--- config.mk ---
export PLATFORM = sky130hd
export DESIGN_NAME = lane_traffic_engine
export DESIGN_NICKNAME = d
export VERILOG_FILES = /design/src/rtl/game_pkg.sv /design/src/rtl/lane_mover.sv /design/src/rtl/lane_traffic_engine.sv
export SDC_FILE = /design/constraint.sdc
export NUM_CORES = 1
export LEC_CHECK = 0
export ABC_AREA = 1
export BUFFER_PORTS_ARGS = -buffer_cell sky130_fd_sc_hd__buf_2
export CORE_UTILIZATION = 54
export DETAILED_ROUTE_END_ITERATION = 12
export GPL_TIMING_DRIVEN = 0
export PLACE_DENSITY = 0.82
export SETUP_SLACK_MARGIN = 0.02
export SLEW_MARGIN = 20
export SYNTH_ARGS = -nofsm -noshare
export SYNTH_HDL_FRONTEND = slang
export SYNTH_SLANG_ARGS = --single-unit
--- constraint.sdc ---
create_clock -name CLK -period 2.75 [get_ports CLK]
set_input_delay 0.4125 -clock CLK [delete_from_list [all_inputs] [get_ports CLK]]
set_output_delay 0.4125 -clock CLK [all_outputs]
set_load 0.01 [all_outputs]
--- src/rtl/game_pkg.sv ---
// Shared VGA road-crossing game constants and the car position wrap helper.
package game_pkg;

  localparam int H_DISPLAY    = 640;
  localparam int H_FRONT      = 16;
  localparam int H_SYNC       = 96;
  localparam int H_BACK       = 48;
  localparam int V_DISPLAY    = 480;
  localparam int V_FRONT      = 10;
  localparam int V_SYNC       = 2;
  localparam int V_BACK       = 33;
  localparam int LANE_Y0      = 320;
  localparam int LANE_HEIGHT  = 32;
  localparam int CAR_WIDTH    = 40;
  localparam int CAR_HEIGHT   = 32;
  localparam int PLAYER_WIDTH = 32;
  localparam int STEP         = 32;
  localparam int PERIOD_W     = 8;
  localparam int N_LANES      = 4;

  typedef enum logic {
    DIR_LEFT  = 1'b0,
    DIR_RIGHT = 1'b1
  } dir_e;

  // Single car step with horizontal wrap; result always lies in [0, hdisp-1].
  function automatic logic [9:0] wrap_step(input logic [9:0] x, input dir_e dir,
                                           input logic [10:0] step, input logic [10:0] hdisp);
    logic [10:0] s;
    if (dir == DIR_RIGHT) begin
      s = {1'b0, x} + step;
      if (s >= hdisp) s = s - hdisp;
    end else if ({1'b0, x} < step) begin
      s = {1'b0, x} + hdisp - step;
    end else begin
      s = {1'b0, x} - step;
    end
    return s[9:0];
  endfunction

endpackage

--- src/rtl/lane_mover.sv ---
// One lane: frame divider, wrapped car position and the car span hit tests
// against the current pixel and against the player rectangle.
module lane_mover #(
  parameter int LANE_IDX     = 0,
  parameter int N_LANES      = game_pkg::N_LANES,
  parameter int H_DISPLAY    = game_pkg::H_DISPLAY,
  parameter int LANE_Y0      = game_pkg::LANE_Y0,
  parameter int LANE_HEIGHT  = game_pkg::LANE_HEIGHT,
  parameter int CAR_WIDTH    = game_pkg::CAR_WIDTH,
  parameter int CAR_HEIGHT   = game_pkg::CAR_HEIGHT,
  parameter int PLAYER_WIDTH = game_pkg::PLAYER_WIDTH,
  parameter int STEP         = game_pkg::STEP,
  parameter int PERIOD_W     = game_pkg::PERIOD_W
) (
  input  logic                CLK,
  input  logic                RST_N,
  input  logic                frame_tick,
  input  logic                enable,
  input  logic                dir,
  input  logic [PERIOD_W-1:0] period,
  input  logic [9:0]          h_count,
  input  logic [9:0]          v_count,
  input  logic [9:0]          player_x,
  input  logic [9:0]          player_y,
  output logic [9:0]          car_x,
  output logic                pix_hit,
  output logic                overlap
);
  import game_pkg::*;

  localparam logic [9:0]  X_RST = 10'((LANE_IDX * H_DISPLAY / N_LANES) % H_DISPLAY);
  localparam logic [10:0] Y_TOP = 11'(LANE_Y0 + LANE_IDX * LANE_HEIGHT);

  logic [9:0]          x_q, x_d;
  logic [PERIOD_W-1:0] cnt_q, cnt_d;
  logic [PERIOD_W:0]   cnt_inc;

  // A count at or past the period (period lowered mid-count) steps at once.
  always_comb begin
    x_d     = x_q;
    cnt_d   = cnt_q;
    cnt_inc = {1'b0, cnt_q} + 1'b1;
    if (frame_tick && enable) begin
      if (period == '0) begin
        cnt_d = '0;
      end else if (cnt_inc >= {1'b0, period}) begin
        x_d   = wrap_step(x_q, dir_e'(dir), 11'(STEP), 11'(H_DISPLAY));
        cnt_d = '0;
      end else begin
        cnt_d = cnt_inc[PERIOD_W-1:0];
      end
    end
  end

  always_ff @(posedge CLK or negedge RST_N) begin
    if (!RST_N) begin
      x_q   <= X_RST;
      cnt_q <= '0;
    end else begin
      x_q   <= x_d;
      cnt_q <= cnt_d;
    end
  end

  logic [10:0] x_end, wrap_end, h_w, v_w, px_w, px_end;
  logic        wraps, x_hit, y_hit;

  // Span is [x, x_end) plus, when it runs off the right edge, [0, wrap_end).
  assign x_end    = {1'b0, x_q} + 11'(CAR_WIDTH);
  assign wraps    = x_end > 11'(H_DISPLAY);
  assign wrap_end = x_end - 11'(H_DISPLAY);
  assign h_w      = {1'b0, h_count};
  assign v_w      = {1'b0, v_count};
  assign px_w     = {1'b0, player_x};
  assign px_end   = px_w + 11'(PLAYER_WIDTH);

  assign x_hit   = (h_w >= {1'b0, x_q} && h_w < x_end) || (wraps && h_w < wrap_end);
  assign y_hit   = (v_w >= Y_TOP) && (v_w < Y_TOP + 11'(CAR_HEIGHT));
  assign pix_hit = x_hit && y_hit;
  assign overlap = ({1'b0, player_y} == Y_TOP) &&
                   ((px_w < x_end && {1'b0, x_q} < px_end) || (wraps && px_w < wrap_end));
  assign car_x   = x_q;

endmodule

--- src/rtl/lane_traffic_engine.sv ---
// Multi-lane car engine: per-lane movers, registered car pixel flag and a
// rising-edge player/car collision pulse with lowest-lane priority.
module lane_traffic_engine #(
  parameter int N_LANES        = game_pkg::N_LANES,
  parameter int H_DISPLAY      = game_pkg::H_DISPLAY,
  parameter int LANE_Y0        = game_pkg::LANE_Y0,
  parameter int LANE_HEIGHT    = game_pkg::LANE_HEIGHT,
  parameter int CAR_WIDTH      = game_pkg::CAR_WIDTH,
  parameter int CAR_HEIGHT     = game_pkg::CAR_HEIGHT,
  parameter int PLAYER_WIDTH   = game_pkg::PLAYER_WIDTH,
  parameter int STEP           = game_pkg::STEP,
  parameter int PERIOD_W       = game_pkg::PERIOD_W,
  localparam int LANE_W        = (N_LANES > 1) ? $clog2(N_LANES) : 1
) (
  input  logic                        CLK,
  input  logic                        RST_N,
  input  logic                        frame_tick,
  input  logic                        enable,
  input  logic [N_LANES-1:0]          lane_dir,
  input  logic [N_LANES*PERIOD_W-1:0] lane_period,
  input  logic [9:0]                  h_count,
  input  logic [9:0]                  v_count,
  input  logic [9:0]                  player_x,
  input  logic [9:0]                  player_y,
  output logic                        pixel_car,
  output logic                        collision,
  output logic [LANE_W-1:0]           collision_lane,
  output logic [N_LANES*10-1:0]       car_x_flat
);
  import game_pkg::*;

  logic [N_LANES-1:0] pix_hit, overlap, rise;

  for (genvar gi = 0; gi < N_LANES; gi++) begin : g_lane
    lane_mover #(
      .LANE_IDX(gi), .N_LANES(N_LANES), .H_DISPLAY(H_DISPLAY), .LANE_Y0(LANE_Y0),
      .LANE_HEIGHT(LANE_HEIGHT), .CAR_WIDTH(CAR_WIDTH), .CAR_HEIGHT(CAR_HEIGHT),
      .PLAYER_WIDTH(PLAYER_WIDTH), .STEP(STEP), .PERIOD_W(PERIOD_W)
    ) u_lane (
      .CLK(CLK), .RST_N(RST_N), .frame_tick(frame_tick), .enable(enable),
      .dir(lane_dir[gi]), .period(lane_period[gi*PERIOD_W +: PERIOD_W]),
      .h_count(h_count), .v_count(v_count), .player_x(player_x), .player_y(player_y),
      .car_x(car_x_flat[gi*10 +: 10]), .pix_hit(pix_hit[gi]), .overlap(overlap[gi])
    );
  end

  logic              pixel_car_q, pixel_car_d;
  logic              collision_q, collision_d;
  logic [LANE_W-1:0] lane_q, lane_d, first_lane;
  logic [N_LANES-1:0] overlap_q;

  assign rise = overlap & ~overlap_q;

  always_comb begin
    first_lane = '0;
    for (int i = N_LANES - 1; i >= 0; i--) begin
      if (rise[i]) first_lane = LANE_W'(i);
    end
    pixel_car_d = (h_count < 10'(H_DISPLAY)) && (|pix_hit);
    collision_d = |rise;
    lane_d      = (|rise) ? first_lane : lane_q;
  end

  always_ff @(posedge CLK or negedge RST_N) begin
    if (!RST_N) begin
      pixel_car_q <= 1'b0;
      collision_q <= 1'b0;
      lane_q      <= '0;
      overlap_q   <= '0;
    end else begin
      pixel_car_q <= pixel_car_d;
      collision_q <= collision_d;
      lane_q      <= lane_d;
      overlap_q   <= overlap;
    end
  end

  assign pixel_car      = pixel_car_q;
  assign collision      = collision_q;
  assign collision_lane = lane_q;

endmodule

### After elaboration in Yosys (flattened, before gate mapping)

Cells that the tools add are included.
Widths: inputs -> output; s select.

* bits in registers: 80
* bits of input ports: 80
* output and inout port bits: 44
* word-level logic and storage cells: 176

* add/subtract/negate cells: 33
* order comparisons: 49
* eq/ne operators: 4
* mux-type cells: 24
* bitwise operators: 6
* reductions and logical operators: 48

Operators by type and width (number)
* $lt 10x11->1: 20
* $mux 10: 12
* $add 10x6->11 const B: 9
* $sub 10x6->10 const B: 8
* $mux 8: 8
* $ge 11x10->1 const B: 4
* $gt 11x10->1 const B: 4
* $sub 11x10->11 const B: 4
* $add 10x10->10 const B: 4
* $eq 10x9->1 const B: 4
* $ge 10x10->1: 4
* $ge 10x9->1 const B: 4
* $lt 10x6->1 const B: 4
* $lt 10x9->1 const B: 4
* $sub 10x10->10 const B: 4
* $add 8x1->9 const B: 4
* $ge 9x8->1: 4
* $logic_not 8->1: 4
* $logic_and 1x1->1: 30
* $reduce_and 3->1: 4
* $lt 10x10->1 const B: 1
* $logic_or 1x1->1: 8
* $mux 2: 4
* $reduce_or 4->1: 2
* other kinds (3): 6

### Logic depth before layout (Yosys ltp)

* depth in word-level cells: 11
* depth in mapped cells: 21
* mapped depth without buffers: 21

### Hierarchy

Synthesis repeated with hierarchy kept, for this count alone.

* cells, all modules: 1273
* area total of the unflattened synthesis: 8416.8 µm²

By module, submodules not included
* lane_mover at g_lane[2].u_lane: instances 1, cells each 312, area each 2053.2 µm², seq. area each 327.8 µm²
* lane_mover at g_lane[1].u_lane: instances 1, cells each 315, area each 2023.2 µm², seq. area each 327.8 µm²
* lane_mover at g_lane[0].u_lane: instances 1, cells each 302, area each 2014.4 µm², seq. area each 325.3 µm²
* lane_mover at g_lane[3].u_lane: instances 1, cells each 309, area each 2009.4 µm², seq. area each 330.3 µm²
* lane_traffic_engine: instances 1, cells each 35, area each 316.6 µm², seq. area each 200.2 µm²

### Worst setup path before layout

No wires, ideal clock.

* path kind: reg-to-reg
* start point: register g_lane[3].u_lane.x_q[5]
* end point: register lane_q[0] (netlist: collision_lane[0])
* library setup time: 0.117 ns
* arrival: 2.534 ns
* required time: 2.633 ns
* path slack: 0.099 ns
* cell stages (with the launch flop): 18
* buffers on the path: 0
* period minus slack after synthesis: 2.651 ns
* cells stage by stage: dfstp_2 ha_1 xor2_2 inv_1 ha_1 ha_1 a21oi_1 nand2_1 nand2_1 nand2_1 nand2_1 nand2_1 nand2_1 nand3_1 nand2_1 nor2_2 nand2_1 nand2_1

* longest elaborated chain between the ends: 11
* elaborated cells on any way between the ends: 16
* those cells by class: add/sub (2); order compare (4); mux (4); bitwise (1); reduce/logical (5)

RTL lines
* start, declared: line lane_mover.sv:34 `logic [9:0] x_q, x_d;`
* start signal, assigned: line lane_mover.sv:57 `x_q <= X_RST;`
* start signal, assigned: line lane_mover.sv:60 `x_q <= x_d;`
* $add 10x6->11: line lane_mover.sv:69 `assign x_end = {1'b0, x_q} + 11'(CAR_WIDTH);`
* $sub 11x10->11: line lane_mover.sv:71 `assign wrap_end = x_end - 11'(H_DISPLAY);`
* $lt 10x11->1: line lane_mover.sv:81 `((px_w < x_end && {1'b0, x_q} < px_end) || (wraps && px_w < wrap_end));`
* $logic_and 1x1->1: line lane_mover.sv:81
* $logic_or 1x1->1 *: line lane_mover.sv:81
* $logic_and 1x1->1 *: line lane_mover.sv:80 `assign overlap = ({1'b0, player_y} == Y_TOP) &&`
* $and 4x4->4 *: line lane_traffic_engine.sv:52 `assign rise = overlap & ~overlap_q;`
* $mux 2 (4 in a row): line lane_traffic_engine.sv:57 `if (rise[i]) first_lane = LANE_W'(i);`
* end signal, assigned: line lane_traffic_engine.sv:73 `lane_q <= lane_d;`
* end, declared: line lane_traffic_engine.sv:49 `logic [LANE_W-1:0] lane_q, lane_d, first_lane;`

Every way passes the cells marked *; elsewhere a longest branch is shown, timed or not.
A chain may end at the register's enable or synchronous reset.

### Worst setup path after layout

* start point: register g_lane[3].u_lane.cnt_q[0]
* end point: register g_lane[3].u_lane.x_q[7]

* longest elaborated chain between the ends: 3

RTL lines
* start, declared: line lane_mover.sv:35 `logic [PERIOD_W-1:0] cnt_q, cnt_d;`
* start signal, assigned: line lane_mover.sv:61 `cnt_q <= cnt_d;`
* $add 8x1->9: line lane_mover.sv:42 `cnt_inc = {1'b0, cnt_q} + 1'b1;`
* $ge 9x8->1: line lane_mover.sv:46 `end else if (cnt_inc >= {1'b0, period}) begin`
* $reduce_and 3->1 (no source line)

Every way passes these cells.

==> summary by stage <==
Power and ir drop
Sequential cells burn 16.2% of the power. The clock network is responsible for 11.9% of the overall power. The static leakage is ~5.3 nW. Power spread over the standard cell area amounts to 1080 mW/mm^2. The highest ir drop seen on vdd is approximately 0.78 mV. The power spent charging and discharging nets is 5.32 mW. The cell internal power dissipation is 5.12 mW. Of the total power, the share spent switching nets is 51.0%.

Per report_power, the combinational group accounts for a little under three quarters of the total.

CTS
For the worst-skew pair, the clock arrives at the later sink with an insertion delay of roughly 350 ps. The tree is rooted in a sky130_fd_sc_hd__clkbuf_16. The H-tree generated during clock tree synthesis spans 3 levels.

The clock tree from TritonCTS is yes. The maximum buffer depth of the clock tree is 2. After clock tree synthesis, the clock-pin slew on the worst setup and hold paths is about 60 ps. The number of clock buffers added by TritonCTS is 9. The tree built by TritonCTS fans out to 60 sinks.

STA
The final critical delay including setup and external delays is between 2000 and 3000 ps. The number of hold violations in the final report is 0. Setup repair after global routing could not meet its margin everywhere. The final period utilization is 95.7%. The worst clock skew is 8.11 ps. The worst relative slew slack is 63.5%. The final number of max-transition violations is 0.

The count of endpoints failing setup in the final report is 0. For the pin with the worst max-slew slack, the measured transition is around 550 ps. Timing would allow up to about 380 MHz. The worst setup margin is 119 ps.

Place
The routability-driven placement congestion ratio is slightly below 0.9. The detailed placer's ending HPWL is roughly 15,000 um. The placed standard-cell area is around 0.0087 sq mm. The worst setup slack after placement is -276 ps. Input and output buffers added on the ports amount to 95.

Critical path
The worst setup path startpoint is g_lane[3].u_lane.cnt_q[0]$_DFFE_PN0P_. STA puts the critical path data arrival time at approximately 2900 ps. STA classifies the critical path endpoint as a flop. The cell that appears most often on the critical path is sky130_fd_sc_hd__nand2_1. In this design, the stage delay of the slowest critical-path cell is around 400 ps.

Along the worst path, the maximum fanout reaches 6. The critical path goes through ha_2 -> nand3_2 -> nor2_1 -> nand2_1 -> xor2_1 -> ha_1 -> nand2_1 -> inv_2 -> nand3_4 -> o311ai_4 -> nand2_1 -> nand2_2 -> inv_4 -> nor2_4 -> inv_1 -> nand2_1 -> o21ai_2. The worst setup path category is reg2reg. STA puts the critical path data required time at slightly above 3000 ps.

STA classifies the critical path startpoint as a flop. The cell type of the slowest stage on the worst timing path is sky130_fd_sc_hd__dfrtp_1. The reg-to-reg critical path startpoint is g_lane[3].u_lane.cnt_q[0]$_DFFE_PN0P_.

Route
In this run, the number of DRC markers left after iteration 0 of detailed routing was between 400 and 500. The count of nets left with antenna violations once routing finished came out at 0. The ratio of routed vias to standard cells is roughly 5.4. Dividing the detail-routed wire length by the instance count gives approximately 14 um. The via total after detailed routing is about 8,000. The number of DRC violations after detailed routing is 0. The total routed wirelength is 20,700 um. The count of TritonRoute iterations in the first routing pass is 4.

Floorplanning
The standard-cell row count is 43. The floorplan step defined a die boundary enclosing roughly 0.015 sq mm. The die is approximately 120 um tall. For this configuration, the core starts out at a cell density of a little under three fifths. Measured along the x axis, the die boundary spans 123 um. The floorplan step defined a core boundary enclosing approximately 0.014 sq mm.

roughly 120 I/O pins were placed.

Finish
The final instance area is around 0.0096 sq mm. The area added between synthesis and finish is 21.6%. The ratio of cells with drive above 1 in the final layout is a little over a fifth. The net count of the finished layout is ~1,500. The antenna diode count is 0. The core utilization of the finished layout is around two thirds.

GRT
Global routing consumed, on the met1 layer, about 34% of the routing resources. The overall track demand over capacity in global routing is between 20% and 30%. The met3 routing resource usage after global routing is around 4.1%.

The number of global-route vias before repair is around 7,000. The first global-routing pass estimated about 33,000 um of wire. The initial antenna violation count was 0. The pin count of the biggest net entering global routing is 37.

The sum of overflow across all layers after global routing is 0. In the global route stage, met2 resource usage came out at 48.6%. The layer flagged by global routing as most heavily used is met2.

Logic synthesis
The cell area after synthesis is between 0.007 and 0.008 sq mm. The synthesized instance count is ~1,100. Sequential cells were found to cover a little under a fifth of the synthesized design area. Counting flops and latches in the post-synthesis netlist gives 60.

Yosys mapped the design onto between 50 and 60 distinct sky130hd cell types. sky130_fd_sc_hd__ha_1 takes more of the synthesized area than any other cell. After synthesis, the mean cell area works out to 7.00 sq um. During synthesis, Yosys emitted a total of 0 warnings. By area the synthesized netlist is led by sky130_fd_sc_hd__ha_1 23%, sky130_fd_sc_hd__dfrtp_1 16%, sky130_fd_sc_hd__nand2_1 11%.

In this run the biggest area consumer among cell types represents 22.9% of the synthesized area.

Worst hold path
The path class of the tightest hold or removal check is in2reg. The source of the worst hold timing path is lane_dir[0].

Status
The flow ran to the end, and the final reports show no timing, DRC or antenna violations.

Flow run
The total of max-cap violations is 0.
## Yosys cell counts, drive strengths merged
library cell  instances
nand4                18
buf                  25
nand3                92
a21oi                43
a32o                  1
conb                  1
a31o                  1
nor2                 49
o21a                  3
a31oi                 5
inv                 214
nor3                 32
xnor2                 6
o21ai                77
o311ai                2
ha                  145
o211ai                4
nor3b                 2
o31ai                 1
xor2                 43
o32ai                10
or2                   7
clkinv                1
nor4                 12
dfstp                 8
or3                   1
nand3b                2
nand2               247
clkbuf                3
dfrtp                52
a211oi                2
a21boi                3
a21o                  5
and3                  5
o21bai                9
a311oi                1
o22ai                 1
## placed cells by master, fill, tap and decap left out, types with 5 or more instances in the layout
| cell type | instances |
|---|---|
| sky130_fd_sc_hd__inv_1 | 195 |
| sky130_fd_sc_hd__nand2_2 | 19 |
| sky130_fd_sc_hd__o21bai_1 | 9 |
| sky130_fd_sc_hd__inv_2 | 16 |
| sky130_fd_sc_hd__ha_4 | 5 |
| sky130_fd_sc_hd__dfrtp_1 | 46 |
| sky130_fd_sc_hd__and3_1 | 5 |
| sky130_fd_sc_hd__xor2_1 | 37 |
| sky130_fd_sc_hd__a31oi_1 | 5 |
| sky130_fd_sc_hd__nor2_1 | 43 |
| sky130_fd_sc_hd__o21ai_0 | 61 |
| sky130_fd_sc_hd__o32ai_1 | 10 |
| sky130_fd_sc_hd__nor4_1 | 11 |
| sky130_fd_sc_hd__a21o_1 | 5 |
| sky130_fd_sc_hd__nor3_1 | 27 |
| sky130_fd_sc_hd__conb_1 | 20 |
| sky130_fd_sc_hd__nand3_2 | 8 |
| sky130_fd_sc_hd__nand2_1 | 226 |
| sky130_fd_sc_hd__nand3_1 | 82 |
| sky130_fd_sc_hd__a21oi_1 | 42 |
| sky130_fd_sc_hd__nor2_2 | 5 |
| sky130_fd_sc_hd__dfstp_2 | 8 |
| sky130_fd_sc_hd__buf_4 | 57 |
| sky130_fd_sc_hd__o21ai_1 | 12 |
| sky130_fd_sc_hd__dfrtp_2 | 6 |
| sky130_fd_sc_hd__clkbuf_16 | 9 |
| sky130_fd_sc_hd__buf_2 | 95 |
| sky130_fd_sc_hd__nand4_1 | 18 |
| sky130_fd_sc_hd__ha_1 | 137 |
## worst max-delay path, delay by kind of cell, from the launching register on
family	cells	cell delay (ps)
simple gates	9	910
fa+ha+maj	2	510
flops	1	390
compound gates	2	340
buf+inv	3	240
xor+xnor	1	160
## per-layer routing
metal,wire (um),vias up,share of wire [%]
met5,0,-,0
met4,405,0,2.0
met3,983,39,4.7
met2,10100,217,49
met1,9230,3716,45
li1,-,4047,-
## area by class of cell
| type | instances | area (sq um) |
|---|---|---|
| Fill cell | 1172 | 4450 |
| Buffer | 28 | 208 |
| Sequential cell | 60 | 1520 |
| Tap cell | 180 | 225 |
| Timing Repair Buffer | 133 | 782 |
| Inverter | 215 | 815 |
| Clock inverter | 7 | 100 |
| Multi-Input combinational cell | 850 | 5770 |
| Clock buffer | 9 | 225 |
## metrics by stage
stage               setup TNS, ps  power [mW]  instances  hold slack, ps
finish                          0        10.4       1482             406
global route                 -520        11.6       1482             430
CTS                             0        9.71       1456             396
detailed placement          -2250        8.25       1428             353
global placement            -1740        8.00       1427             460
floorplan                       0        6.63       1152             117
## power groups by stage
stage                     Clock, mW  Combinational, mW  Sequential [mW]
after global placement            0               6.29             1.71
after floorplan                   0               4.99             1.63
final                          1.24               7.51             1.69
after detailed placement          0               6.54             1.71
after global routing           1.30               8.56             1.74
after CTS                      1.25               6.80             1.66
## cells by family (layout without fill, tap and decap cells)
| family | after synthesis | in the layout | synth area share [%] |
|---|---|---|---|
| buffers and inverters | 243 | 392 | 12.8 |
| adders and majority gates | 145 | 145 | 22.9 |
| AOI/OAI and AO/OA | 168 | 168 | 12.5 |
| and+or+nand+nor | 467 | 468 | 26.6 |
| DFF | 60 | 60 | 19.1 |
| other | 1 | 20 | 0.0473 |
| xor gates and xnor gates | 49 | 49 | 6.12 |
## path summary, 6_finish.rpt
check                      cells after the start                               endpoint  slack (ps)
setup / recovery                              17  g_lane[3].u_lane.car_x[7]$_DFFE_PN1P_         120
hold / removal                                 3  g_lane[0].u_lane.car_x[7]$_DFFE_PN0P_         410
max in group asynchronous                      3  g_lane[3].u_lane.car_x[8]$_DFFE_PN1P_        1650
hold reg to reg                                2          collision_lane[0]$_DFFE_PN0P_         470
setup reg to reg                              17  g_lane[3].u_lane.car_x[7]$_DFFE_PN1P_         120
min in group asynchronous                      2  g_lane[3].u_lane.cnt_q[1]$_DFFE_PN0P_         520
## flip-flops by register name, indices dropped and copies added (netlist names)
signal and cells:
collision_lane 2, pixel_car 1, overlap_q 4, g_lane.u_lane.cnt_q 32, collision 1, g_lane.u_lane.car_x 20
## timing repair
item                                    4_1_cts  5_1_grt
hold buffers                                  1        0
pin swaps                                     7       20
hold endpoints to repair                     20        0
setup buffers                                10       26
resized for setup                            13       61
endpoints found under the setup margin       20       37
cloned                                        1        0
Note: power is estimated with default switching activity, not from simulation.
